### config.mk
export PLATFORM = sky130hd
export DESIGN_NAME = instr_issue_scheduler_flat
export DESIGN_NICKNAME = d
export VERILOG_FILES = /design/src/rtl/instr_issue_scheduler_pkg.sv /design/src/rtl/instr_issue_scheduler_if.sv /design/src/rtl/instr_issue_scheduler_reg_scoreboard.sv /design/src/rtl/instr_issue_scheduler.sv /design/src/flat_wrapper.sv
export SDC_FILE = /design/constraint.sdc
export NUM_CORES = 1
export LEC_CHECK = 0
export CAP_MARGIN = 10
export CORE_MARGIN = 8
export CORE_UTILIZATION = 30
export CTS_CLUSTER_DIAMETER = 200
export DETAILED_ROUTE_END_ITERATION = 6
export PLACE_DENSITY = 0.48
export SLEW_MARGIN = 20
export SYNTH_ARGS = -nofsm -noshare
export SYNTH_HDL_FRONTEND = slang
export SYNTH_SLANG_ARGS = --single-unit
### constraint.sdc
create_clock -name clk -period 4.9 [get_ports clk]
set_input_delay 0.735 -clock clk [delete_from_list [all_inputs] [get_ports clk]]
set_output_delay 0.735 -clock clk [all_outputs]
set_load 0.05 [all_outputs]
### src/rtl/instr_issue_scheduler_pkg.sv
// isa_pkg: opcodes, hazard codes, FSM states and instruction layout shared by the issue scheduler
package isa_pkg;
  localparam int NUM_REGS = 8;
  localparam int LAT_ALU = 1;
  localparam int LAT_MUL = 4;
  localparam int LAT_DIV = 8;
  localparam int REG_W = $clog2(NUM_REGS);
  localparam logic [3:0] OP_ADD = 4'd0;
  localparam logic [3:0] OP_SUB = 4'd1;
  localparam logic [3:0] OP_MUL = 4'd2;
  localparam logic [3:0] OP_DIV = 4'd3;
  localparam logic [3:0] OP_END = 4'd4;
  localparam int F_OP = 0;
  localparam int F_RD = 1;
  localparam int F_RS1 = 2;
  localparam int F_RS2 = 3;
  typedef logic [3:0] lat_t;
  typedef logic [0:3][3:0] instr_t;
  typedef enum logic [1:0] {HZ_NONE, HZ_RAW, HZ_WAW, HZ_STRUCT} hazard_t;
  typedef enum logic [2:0] {S_IDLE, S_FETCH, S_CHECK, S_DRAIN, S_DONE} state_t;
endpackage

### src/rtl/instr_issue_scheduler_if.sv
// instr_issue_scheduler_if: instruction memory, issue port and status bundle
interface instr_issue_scheduler_if;
  logic start;
  logic [5:0] mem_addr;
  logic [3:0] mem_data;
  logic issue_valid;
  logic [2:0] issue_op;
  logic [3:0] issue_rd;
  logic [3:0] issue_rs1;
  logic [3:0] issue_rs2;
  logic [1:0] hazard;
  logic busy;
  logic done;
  logic error;
  logic [4:0] instr_count;
  logic [15:0] stall_count;
  modport master (
    input start, mem_data,
    output mem_addr, issue_valid, issue_op, issue_rd, issue_rs1, issue_rs2,
    output hazard, busy, done, error, instr_count, stall_count
  );
  modport slave (
    output start, mem_data,
    input mem_addr, issue_valid, issue_op, issue_rd, issue_rs1, issue_rs2,
    input hazard, busy, done, error, instr_count, stall_count
  );
endinterface

### src/rtl/instr_issue_scheduler_reg_scoreboard.sv
// reg_scoreboard: per-register and shared-MDU countdown timers of pending results
module reg_scoreboard
  import isa_pkg::*;
(
  input  logic                       clk,
  input  logic                       rst,
  input  logic                       clr,
  input  logic                       ld,
  input  logic [REG_W-1:0]           ld_idx,
  input  lat_t                       ld_lat,
  input  logic                       ld_mdu,
  input  logic [2:0][REG_W-1:0]      rd_idx,
  output logic [2:0]                 pending,
  output logic                       mdu_busy,
  output logic                       all_zero
);
  lat_t [NUM_REGS-1:0] sb_q, sb_d;
  lat_t mdu_q, mdu_d;
  assign mdu_busy = mdu_q != '0;
  always_comb begin
    mdu_d = clr ? '0 : ld && ld_mdu ? ld_lat : mdu_q - lat_t'(mdu_q != '0);
    all_zero = mdu_q == '0;
    for (int i = 0; i < NUM_REGS; i++) begin
      sb_d[i] = clr ? '0 : ld && ld_idx == REG_W'(i) ? ld_lat : sb_q[i] - lat_t'(sb_q[i] != '0);
      all_zero = all_zero && sb_q[i] == '0;
    end
    for (int i = 0; i < 3; i++) pending[i] = sb_q[rd_idx[i]] != '0;
  end
  always_ff @(posedge clk) begin
    if (rst) begin
      sb_q <= '0;
      mdu_q <= '0;
    end else begin
      sb_q <= sb_d;
      mdu_q <= mdu_d;
    end
  end
endmodule

### src/rtl/instr_issue_scheduler.sv
// instr_issue_scheduler: in-order nibble fetch, hazard check and single issue with run counters
module instr_issue_scheduler
  import isa_pkg::*;
(
  input logic clk,
  input logic rst,
  instr_issue_scheduler_if.master bus
);
  state_t state_q, state_d;
  logic [5:0] addr_q, addr_d;
  logic [1:0] idx_q, idx_d;
  instr_t ins_q, ins_d;
  logic [2:0] op_q, op_d;
  logic [0:2][3:0] iss_q, iss_d;
  logic [4:0] icnt_q, icnt_d;
  logic [15:0] scnt_q, scnt_d;
  logic err_q, err_d, clr, issue, illegal, is_mdu, mdu_busy, all_zero;
  logic [2:0] pend;
  hazard_t hz;
  lat_t lat;
  assign illegal = !(ins_q[F_OP] inside {OP_ADD, OP_SUB, OP_MUL, OP_DIV}) || ins_q[F_RD] >= 4'(NUM_REGS)
                   || ins_q[F_RS1] >= 4'(NUM_REGS) || ins_q[F_RS2] >= 4'(NUM_REGS);
  assign is_mdu = ins_q[F_OP] == OP_MUL || ins_q[F_OP] == OP_DIV;
  assign lat = ins_q[F_OP] == OP_DIV ? lat_t'(LAT_DIV) : is_mdu ? lat_t'(LAT_MUL) : lat_t'(LAT_ALU);
  assign hz = state_q != S_CHECK || illegal ? HZ_NONE : pend[1] || pend[0] ? HZ_RAW :
              pend[2] ? HZ_WAW : is_mdu && mdu_busy ? HZ_STRUCT : HZ_NONE;
  assign issue = state_q == S_CHECK && !illegal && hz == HZ_NONE;
  reg_scoreboard u_sb (
    .clk(clk), .rst(rst), .clr(clr), .ld(issue), .ld_idx(ins_q[F_RD][REG_W-1:0]), .ld_lat(lat),
    .ld_mdu(is_mdu),
    .rd_idx({ins_q[F_RD][REG_W-1:0], ins_q[F_RS1][REG_W-1:0], ins_q[F_RS2][REG_W-1:0]}),
    .pending(pend), .mdu_busy(mdu_busy), .all_zero(all_zero)
  );
  always_comb begin
    state_d = state_q;
    addr_d = addr_q;
    idx_d = idx_q;
    ins_d = ins_q;
    op_d = op_q;
    iss_d = iss_q;
    icnt_d = icnt_q;
    scnt_d = scnt_q;
    err_d = err_q;
    clr = 1'b0;
    if ((state_q == S_IDLE || state_q == S_DONE) && bus.start) begin
      state_d = S_FETCH;
      addr_d = '0;
      idx_d = '0;
      icnt_d = '0;
      scnt_d = '0;
      err_d = 1'b0;
      clr = 1'b1;
    end else if (state_q == S_FETCH) begin
      ins_d[idx_q] = bus.mem_data;
      addr_d = addr_q + 6'd1;
      idx_d = idx_q + 2'd1;
      if (idx_q == 2'd0 && bus.mem_data == OP_END) state_d = S_DRAIN;
      else if ((idx_q == 2'd0 && bus.mem_data > OP_END) || addr_q == 6'd63) begin
        err_d = 1'b1;
        state_d = S_DONE;
      end else if (idx_q == 2'd3) state_d = S_CHECK;
    end else if (state_q == S_CHECK) begin
      if (illegal) begin
        err_d = 1'b1;
        state_d = S_DONE;
      end else if (hz != HZ_NONE) scnt_d = scnt_q + {15'd0, ~&scnt_q};
      else begin
        state_d = S_FETCH;
        icnt_d = icnt_q + 5'd1;
        op_d = ins_q[F_OP][2:0];
        iss_d = ins_q[F_RD:F_RS2];
      end
    end else if (state_q == S_DRAIN && all_zero) state_d = S_DONE;
  end
  always_ff @(posedge clk) begin
    if (rst) begin
      state_q <= S_IDLE;
      addr_q <= '0;
      idx_q <= '0;
      ins_q <= '0;
      op_q <= '0;
      iss_q <= '0;
      icnt_q <= '0;
      scnt_q <= '0;
      err_q <= 1'b0;
    end else begin
      state_q <= state_d;
      addr_q <= addr_d;
      idx_q <= idx_d;
      ins_q <= ins_d;
      op_q <= op_d;
      iss_q <= iss_d;
      icnt_q <= icnt_d;
      scnt_q <= scnt_d;
      err_q <= err_d;
    end
  end
  assign bus.mem_addr = addr_q;
  assign bus.issue_valid = issue;
  assign bus.issue_op = issue ? ins_q[F_OP][2:0] : op_q;
  assign bus.issue_rd = issue ? ins_q[F_RD] : iss_q[0];
  assign bus.issue_rs1 = issue ? ins_q[F_RS1] : iss_q[1];
  assign bus.issue_rs2 = issue ? ins_q[F_RS2] : iss_q[2];
  assign bus.hazard = hz;
  assign bus.busy = state_q != S_IDLE && state_q != S_DONE;
  assign bus.done = state_q == S_DONE;
  assign bus.error = err_q;
  assign bus.instr_count = icnt_q;
  assign bus.stall_count = scnt_q;
endmodule

### src/flat_wrapper.sv
// flat-port wrapper written by rule: the top's interface ports become plain ports
module instr_issue_scheduler_flat import isa_pkg::*;
  (clk, rst, bus_start, bus_mem_data, bus_mem_addr, bus_issue_valid, bus_issue_op, bus_issue_rd, bus_issue_rs1, bus_issue_rs2, bus_hazard, bus_busy, bus_done, bus_error, bus_instr_count, bus_stall_count);
  instr_issue_scheduler_if bus_i ();
  input logic clk;
  input logic rst;
  input wire logic [$bits(bus_i.start)-1:0] bus_start;
  input wire logic [$bits(bus_i.mem_data)-1:0] bus_mem_data;
  output wire logic [$bits(bus_i.mem_addr)-1:0] bus_mem_addr;
  output wire logic [$bits(bus_i.issue_valid)-1:0] bus_issue_valid;
  output wire logic [$bits(bus_i.issue_op)-1:0] bus_issue_op;
  output wire logic [$bits(bus_i.issue_rd)-1:0] bus_issue_rd;
  output wire logic [$bits(bus_i.issue_rs1)-1:0] bus_issue_rs1;
  output wire logic [$bits(bus_i.issue_rs2)-1:0] bus_issue_rs2;
  output wire logic [$bits(bus_i.hazard)-1:0] bus_hazard;
  output wire logic [$bits(bus_i.busy)-1:0] bus_busy;
  output wire logic [$bits(bus_i.done)-1:0] bus_done;
  output wire logic [$bits(bus_i.error)-1:0] bus_error;
  output wire logic [$bits(bus_i.instr_count)-1:0] bus_instr_count;
  output wire logic [$bits(bus_i.stall_count)-1:0] bus_stall_count;
  assign bus_i.start = bus_start;
  assign bus_i.mem_data = bus_mem_data;
  assign bus_mem_addr = bus_i.mem_addr;
  assign bus_issue_valid = bus_i.issue_valid;
  assign bus_issue_op = bus_i.issue_op;
  assign bus_issue_rd = bus_i.issue_rd;
  assign bus_issue_rs1 = bus_i.issue_rs1;
  assign bus_issue_rs2 = bus_i.issue_rs2;
  assign bus_hazard = bus_i.hazard;
  assign bus_busy = bus_i.busy;
  assign bus_done = bus_i.done;
  assign bus_error = bus_i.error;
  assign bus_instr_count = bus_i.instr_count;
  assign bus_stall_count = bus_i.stall_count;
  instr_issue_scheduler u_core (.clk(clk), .rst(rst), .bus(bus_i));
endmodule
# Yosys cells after proc, flatten, opt, wreduce, memory -nomap -nowiden
# Cells that the tools add are included.
[totals] reg_bits=100 in_bits=7 out_inout_bits=48 word_cells=199
[classes] addsub=13 order_cmp=9 n_eq_ne=25 muxes=43 n_bitwise=5 n_reduce_logical=80
[ops] op="$mux 4" count=17
[ops] op="$reduce_bool 4->1" count=14
[ops] op="$logic_not 4->1" count=10
[ops] op="$bmux 4 s3" count=3
[ops] op="$sub 4x1->4" count=9
[ops] op="$mux 3" count=10
[ops] op="$logic_and 1x1->1" count=26
[ops] op="$add 16x1->16" count=1
[ops] op="$bwmux 16" count=1
[ops] op="$reduce_and 16->1" count=1
[ops] op="$eq 3x3->1 const B" count=5
[ops] op="$eq 3x2->1 const B" count=4
[ops] op="$ge 4x4->1 const B" count=3
[ops] op="$lt 3x4->1 const B" count=3
[ops] op="$reduce_and 4->1" count=3
[ops] op="$ne 5x4->1 const B" count=2
[ops] op="$demux 4 s2" count=1
[ops] op="$eq 4x2->1 const B" count=2
[ops] op="$logic_or 1x1->1" count=8
[ops] op="$mux 2" count=4
[ops] op="$mux 1" count=7
[ops] op="$add 6x1->6 const B" count=1
[ops] op="$eq 3x1->1 const B" count=2
[ops] op="$eq 6x6->1 const B" count=1
[ops] op="24 further kinds" count=37

# Longest topological paths before layout
[depth] ltp_word=14 ltp_mapped=10 depth_no_buf=10

# Modules after synthesis
# A second synthesis with hierarchy kept.
[unflattened] cells_unflattened=628 hier_area_um2=5223.8
[by_module_without_submodules] module="instr_issue_scheduler" instances=1 cells_per_inst=375 area_each_um2=3158.0 seq_area_each_um2=1281.2
[by_module_without_submodules] module="reg_scoreboard" instances=1 cells_per_inst=253 area_each_um2=2065.7 seq_area_each_um2=720.7

# Least setup slack after synthesis
# No wires, ideal clock.
[synth_path] path_type="reg2out" start="register u_core.u_sb.sb_q[4] in the netlist's numbering" end="output port bus_hazard[1]" arrival_time_ns=2.787 required_time_ns=4.165 setup_slack_ns=1.378 path_stages_with_launch=8 path_buffers=2 cell_sequence="dfxtp_1 > or4_4 > buf_6 > o21ai_2 > o32a_2 > nand4_2 > buf_2 > nor3_1"
[synth_between] elab_chain_len=6 elab_cells_between_ends=13 cone_classes="mux (9); reduce/logical (4)"
[synth_rtl] element="start: declaration" line_no="instr_issue_scheduler_reg_scoreboard.sv:17" text="lat_t [NUM_REGS-1:0] sb_q, sb_d;"
[synth_rtl] element="start signal: assignment" line_no="instr_issue_scheduler_reg_scoreboard.sv:31" text="sb_q <= '0;"
[synth_rtl] element="start signal: assignment" line_no="instr_issue_scheduler_reg_scoreboard.sv:34" text="sb_q <= sb_d;"
[synth_rtl] element="$bmux 4 s3" line_no="instr_issue_scheduler_reg_scoreboard.sv:27" text="for (int i = 0; i < 3; i++) pending[i] = sb_q[rd_idx[i]] != '0;"
[synth_rtl] element="$mux 4 (implied by the code)" line_no="instr_issue_scheduler_reg_scoreboard.sv:27"
[synth_rtl] element="$reduce_bool 4->1" line_no="instr_issue_scheduler_reg_scoreboard.sv:27"
[synth_rtl] element="$mux 2 or $logic_or 1x1->1 (tied branches)" line_no="instr_issue_scheduler.sv:26, instr_issue_scheduler.sv:25"
[synth_rtl] element="$mux 2 * (2 in series)" line_no="instr_issue_scheduler.sv:25" text="assign hz = state_q != S_CHECK || illegal ? HZ_NONE : pend[1] || pend[0] ? HZ_RAW :"
[synth_rtl] element="end: declaration" line_no="flat_wrapper.sv:15" text="output wire logic [$bits(bus_i.hazard)-1:0] bus_hazard;"
# Every way passes the cells marked *; elsewhere a longest branch is shown, timed or not. The select of a mux whose other input is x is not followed.

# Worst setup path after layout
[layout_path] start="register u_core.u_sb.sb_q[17] in the netlist's numbering" end="output port bus_issue_rd[3]"
[layout_between] elab_chain_len=9 elab_cells_between_ends=16 cone_classes="mux (10); reduce/logical (6)"
[layout_rtl] element="$bmux 4 s3" line_no="instr_issue_scheduler_reg_scoreboard.sv:27"
[layout_rtl] element="$mux 4 (implied by the code)" line_no="instr_issue_scheduler_reg_scoreboard.sv:27"
[layout_rtl] element="$reduce_bool 4->1" line_no="instr_issue_scheduler_reg_scoreboard.sv:27"
[layout_rtl] element="$mux 2 or $logic_or 1x1->1 (tied branches)" line_no="instr_issue_scheduler.sv:26, instr_issue_scheduler.sv:25"
[layout_rtl] element="$mux 2 * (2 in series)" line_no="instr_issue_scheduler.sv:25"
[layout_rtl] element="$logic_not 2->1 *" line_no="instr_issue_scheduler.sv:27" text="assign issue = state_q == S_CHECK && !illegal && hz == HZ_NONE;"
[layout_rtl] element="$logic_and 1x1->1 *" line_no="instr_issue_scheduler.sv:27"
[layout_rtl] element="$mux 4 *" line_no="instr_issue_scheduler.sv:101" text="assign bus.issue_rd = issue ? ins_q[F_RD] : iss_q[0];"
[layout_rtl] element="end: declaration" line_no="flat_wrapper.sv:12" text="output wire logic [$bits(bus_i.issue_rd)-1:0] bus_issue_rd;"
# Marks and branches as above.

==> results.ini <==
[clocking]
clkTransAtPathRegs_ns = 0.07
worstSkewPairLatency_ns = 0.36
h-tree-depth = 3
cts_buffers = 9
clkSinkCount = 100
post_cts_resized = 0
cts_hold_buf = 0
clk_path_buf_depth = 2
post_cts_buffers = 0
cts_tree = done
clockRootBuffer = clkbuf_16

[logic_synthesis]
syn-instance-count = 635
synth_top_area_share = 0.354
synth_top_area_cell = dfxtp_1
synth_cell_type_count = 64
ys_top_cells_by_area = dfxtp_1, mux2i_1, ha_1, nand2_1, a21oi_1
netlist_area_sq_um = 5660
synth.most_common_cell = dfxtp_1
yosysWarnings = 0
yosysSeqAreaShare = 0.354
synth_edf_count = 0
async_flop_share = 0
syn_area_per_cell_sq_um = 8.91
syn_nets = 668
ys_ff_latch = 100
ys.flop_type = dfxtp_1
synth_common_cells = dfxtp_1, nand2_1, nor2_1

[cells_and_area]
drive_gt1_frac = 0.112
regArea_sq_um = 2000
syn_to_final_growth_pct = 17.1
fin_nets = 704
fillers = 1928
multi_input_area_sq_um = 3300
antennaDiodeCount = 0

[power]
peakVddDrop_uv = 337
powerDensity_nw_per_um2 = 608
total_leakage_power_nw = 2.45

[die]
fp.dieW_um = 153
die_h_um = 153
start_util = 0.304
rows = 50
coreArea_sq_um = 18600
dieArea_sq_um = 23500
pin_count = 55

[placed_design]
gp_congestion = 0.793
port_buffers = 54
dp_hpwl_um = 10500
place_ws_ns = 0.811

[sta]
maxSlewHeadroom = 0.459
worst_slew_pin_slew_ns = 0.808
skew_ns = 0.0109
maxSlewViolCount = 0
timing.final.hold_violations = 0
fin_crit_sh = 0.899
finalSetupViolCount = 0
worst_slack_ns = 0.494
tns_ns = 0
fmax_mhz = 227
fin_crit_ns = 4.41
rsz0062_at_grt = no

[worst_setup_path]
critPathArrivalTime_ns = 3.67
crit_fanout = 16
crit_chain = nor4_1, inv_1, o31ai_1, a211o_1, nand4_2, nor3_4, and2b_1, clkdlybuf4s50_1
crit_family = simple AND/OR/NAND/NOR gates
slowest_delay_ns = 0.70
start_kind = flip-flop
slowest_stage = clkdlybuf4s50_1
required_ns = 4.16
worst-path-buf-inv = 2
critical_path_class = flip-flop to output port
end_kind = output port

[drt]
ant_nets = 0
wl_um = 15000
drc = 0
drt-pass1-iter-count = 6
num_vias = 4698
wl_per_cell_um = 16.5
drt_iter0_markers = 201
via_per_inst = 5.16

[run]
maxCapViolCount = 0

[grt]
antenna_found_initial = 0
grtUsageTotal = 0.131
grt_overflow_total = 0
grt_pass1_vias = 4731
grt_max_degree = 55
grt_pass1_wl_um = 25300

[run_status]
status = finished clean

[hold_path]
worst_hold_path_type = flip-flop to flip-flop

cell type report:
type	count	share of cell area
clock buffers	11	0.0351
flip-flops and latches	100	0.302
well taps	234	0.0442
repair buffers	68	0.0974
multi-input cells	460	0.497
clock inverters	5	0.00566
inverters	32	0.0181
cell usage in the layout (no fill, tap or decap), drive strengths merged, types with 9 or more instances in the layout:
cell,n
xnor2,11
clkbuf,11
nand3,24
nor2,40
nor3,15
nor3b,15
dfxtp,100
o21ai,15
xor2,12
ha,26
mux2i,39
o31ai,12
buf,14
nand4,28
nand2b,15
a2111o,9
a21oi,37
mux2,9
clkdlybuf4s50,54
inv,33
nand2,83
registers in the layout, indices dropped and copies added, names as in the netlist, 4 cells and up:
name,flops
u_core.bus.mem_addr,6
u_core.bus.instr_count,5
u_core.iss_q,12
u_core.u_sb.sb_q,32
u_core.ins_q,16
u_core.bus.stall_count,16
u_core.u_sb.mdu_q,4
metrics by stage:
stage | util | power [mW] | hold WS (ns) | instance area (sq um) | instances
6_report | 0.357 | 4.03 | 0.470 | 6630 | 910
5_1_grt | 0.357 | 4.38 | 0.490 | 6630 | 910
4_1_cts | 0.357 | 4.07 | 0.470 | 6630 | 910
3_5_place_dp | 0.342 | 3.38 | 0.459 | 6360 | 894
3_3_place_gp | 0.342 | 3.33 | 0.455 | 6360 | 894
2_1_floorplan | - | 3.04 | 0.436 | 5660 | 635
path summary, 6_finish.rpt:
kind	startpoint	endpoint	slack (ns)	cells after the start
min reg2reg	u_core.ins_q[7]$_SDFFE_PP0P_	u_core.ins_q[7]$_SDFFE_PP0P_	0.47	2
min	u_core.ins_q[7]$_SDFFE_PP0P_	u_core.ins_q[7]$_SDFFE_PP0P_	0.47	2
max reg2reg	u_core.u_sb.sb_q[17]$_SDFF_PP0_	u_core.state_q[1]$_SDFFE_PP0P_	1.92	8
max	u_core.u_sb.sb_q[17]$_SDFF_PP0_	bus_issue_rd[3]	0.49	8
worst reg2reg max path, stage by stage (launching register included):
cell,delay (ns)
dfxtp_1,0.33
nor4_1,0.49
inv_1,0.16
o31ai_1,0.25
a211o_1,0.17
and4_4,0.41
buf_4,0.39
a21oi_1,0.27
o311a_1,0.40
logic make-up (layout without fill, tap and decap cells):
logic type,Yosys count,after routing,share of synthesized area
and+or+nand+nor,261,261,0.254
muxes,49,49,0.0929
adders and majority gates,26,26,0.0575
AOI/OAI and AO/OA,101,101,0.141
DFF,100,100,0.354
buffers and inverters,75,116,0.0655
xor gates and xnor gates,23,23,0.0356
routing by layer:
metal	vias up	track usage	share of wire
li1	2344	-	-
met1	2275	0.166	0.48
met2	62	0.221	0.48
met3	17	0.0220	0.031
met4	0	0.0457	0.014
met5	-	0	0
power by group:
part / switching [mW] / internal, mW
combinational: 1.42 / 0.800
sequential: 0.145 / 0.984
clock: 0.331 / 0.347
Note: power is estimated with default switching activity, not from simulation.
==> edit (same settings) <==
The package constant `F_RS1` goes from 2 to 1.
--- a/src/rtl/instr_issue_scheduler_pkg.sv
+++ b/src/rtl/instr_issue_scheduler_pkg.sv
@@ -14,3 +14,3 @@
   localparam int F_RD = 1;
-  localparam int F_RS1 = 2;
+  localparam int F_RS1 = 1;
   localparam int F_RS2 = 3;
Formal check against the unedited RTL: not equivalent (a bounded check fails within 10 cycles, from zero or initial values and one cycle with rst high).
==> edit against the original RTL <==
Routed wire length down 13%. Register-to-register slack worse by 0.70 ns. Design area down 6.0%. Critical endpoint is now bus_issue_op[1]. Clock power up 2.9%. Setup slack worse by 0.21 ns. Sequential cell count unchanged. Synthesized cell count down 8.7%. Via count down 13%. Total power down 28%. Synthesized area down 8.6%.
==> edit: results (changes against the original RTL) <==
Outcome
  – Status: complete, no violations

Place
  – PortBufs: 54 (unchanged)
  – DP Worst Slack: 0.671 ns (-0.140 ns)
  – HPWL after DPL: 9290 microns (-11%)
  – Routability cong.: 0.758 (-4.4%)

Clock tree
  – CTS root buf: clkbuf_16
  – Worst-Skew Late Latency: 0.34 ns (-0.02 ns)
  – CTS clock-pin slew for the worst setup and hold paths: 0.07 ns (about the same)
  – CTS resizes: 0 (unchanged)
  – H-tree depth: 3 (unchanged)
  – Post-CTS Repair Setup Buffers: 0 (unchanged)
  – Worst-case clock buffer depth: 2 (unchanged)
  – CTS Buf Count: 9 (unchanged)

Finish
  – Antenna diodes: 0 (unchanged)
  – Biggest register: u_core.u_sb.sb_q
  – Nets@finish: 654 (-7.1%)
  – Max reg flops: 32 (unchanged)
  – Share of cells above drive strength 1: 8.79% (-2.5 points)
  – Filler Cell Count: 1767 (-8.4%)

GRT
  – Initial antenna violation count: 0 (unchanged)
  – Largest net degree at the start of global routing: 47 (-15%)
  – Vias in the first global route: 4146 (-12%)
  – First-pass GRT wire length: 21700 microns (-14%)
  – GRT Total Usage: 12.4% (-0.78 points)

Yosys
  – Synth cell count leaders: dfxtp_1 (100), nand2_1 (69), nor2_1 (55), mux2i_1 (47), inv_1 (32)
  – Synth area leaders: dfxtp_1 (39%), mux2i_1 (9.1%), ha_1 (6.3%), nand2_1 (5.0%), nor2_1 (4.0%)
  – Yosys warning count: 0 (unchanged)
  – Distinct cell type count after synthesis: 52 (-19%)
  – Share of flip-flops with an asynchronous set or reset: 0% (unchanged)
  – Net Count, Synth: 613 (-8.2%)
  – Seq/Total Area, Yosys: 38.7% (+3.3 points)

Drt
  – DRT Wirelength: 13000 microns (-13%)
  – Vias per inst: 4.82 (-6.6%)
  – Drt first-iter violations: 279 (+39%)
  – Antenna viol nets, final: 0 (unchanged)
  – Drt pass-1 iters: 4 (-2)

Power
  – Leakage dissipation: 2.36 nW (-3.4%)
  – VDD IR max: 226 uV (-33%)

STA
  – Setup skew after layout: 0.0107 ns (-0.000247 ns)
  – Max_slew headroom: 45.9% (about the same)

Hold path
  – Hold Path Class: flop to flop

Worst setup path
  – Startpoint types: flop
  – CP Data Arrival Time: 3.88 ns (+0.21 ns)
  – Worst-path fanout max: 34 (+18)
[edit: area by class of cell]
| class | instances | area, sq um | share of cell area [%] |
|---|---|---|---|
| well taps | 225 | 282 | 4.52 |
| flip-flops and latches | 100 | 2000 | 32.1 |
| multi-input cells | 415 | 2930 | 47.0 |
| inverters | 32 | 120 | 1.93 |
| clock buffers | 14 | 274 | 4.40 |
| clock inverters | 2 | 16.3 | 0.261 |
| repair buffers | 63 | 608 | 9.76 |
[edit: cells by family (layout without fill, tap and decap cells)]
group           count (synthesis)  after routing  synth area share, %
flops                         100            100                 38.7
compound gates                 64             64                 8.37
xor+xnor                       25             25                 4.23
fa+ha+maj                      26             26                 6.29
buf+inv                        65            111                 5.23
mux                            64             64                 12.9
simple gates                  236            236                 24.3
[edit: through the flow]
stage          power (W)  instances  cell area [sq um]
6_report         0.00288        851               6230
5_1_grt          0.00314        851               6230
4_1_cts          0.00293        851               6230
3_5_place_dp     0.00221        835               5940
3_3_place_gp     0.00216        835               5940
2_1_floorplan    0.00194        580               5170
[edit: power breakdown]
group | switching [W] | leakage, nW | internal (W) | total (W)
registers | 0.0000988 | 0.812 | 0.000943 | 0.00104
logic | 0.000645 | 1.41 | 0.000499 | 0.00114
clock network | 0.000309 | 0.140 | 0.000389 | 0.000698
[edit: metal layers]
metal / part of all wire (%) / vias to the layer above / global-route usage [%] / wire length [microns]
li1: - / 2085 / - / -
met1: 51 / 1951 / 16.0 / 6600
met2: 45 / 60 / 19.4 / 5810
met3: 3.8 / 9 / 3.60 / 502
met4: 1.0 / 0 / 3.82 / 132
met5: 0 / - / 0 / 0
[edit: critical path, stage by stage, from the launching register on]
cell             delay, ns
dfxtp_1               0.63
or2_2                 0.28
o22ai_1               0.11
or4b_4                0.52
a2111o_2              0.83
mux2_2                0.35
clkdlybuf4s50_1       0.80
[edit: worst paths after layout]
check | slack, ns | from | cells past startpoint | end
min reg2reg | 0.47 | u_core.iss_q[3] | 1 | u_core.iss_q[3]
max | 0.28 | u_core.ins_q[8] | 6 | bus_issue_op[1]
min | 0.47 | u_core.iss_q[3] | 1 | u_core.iss_q[3]
max reg2reg | 1.22 | u_core.ins_q[8] | 7 | u_core.u_sb.sb_q[24]
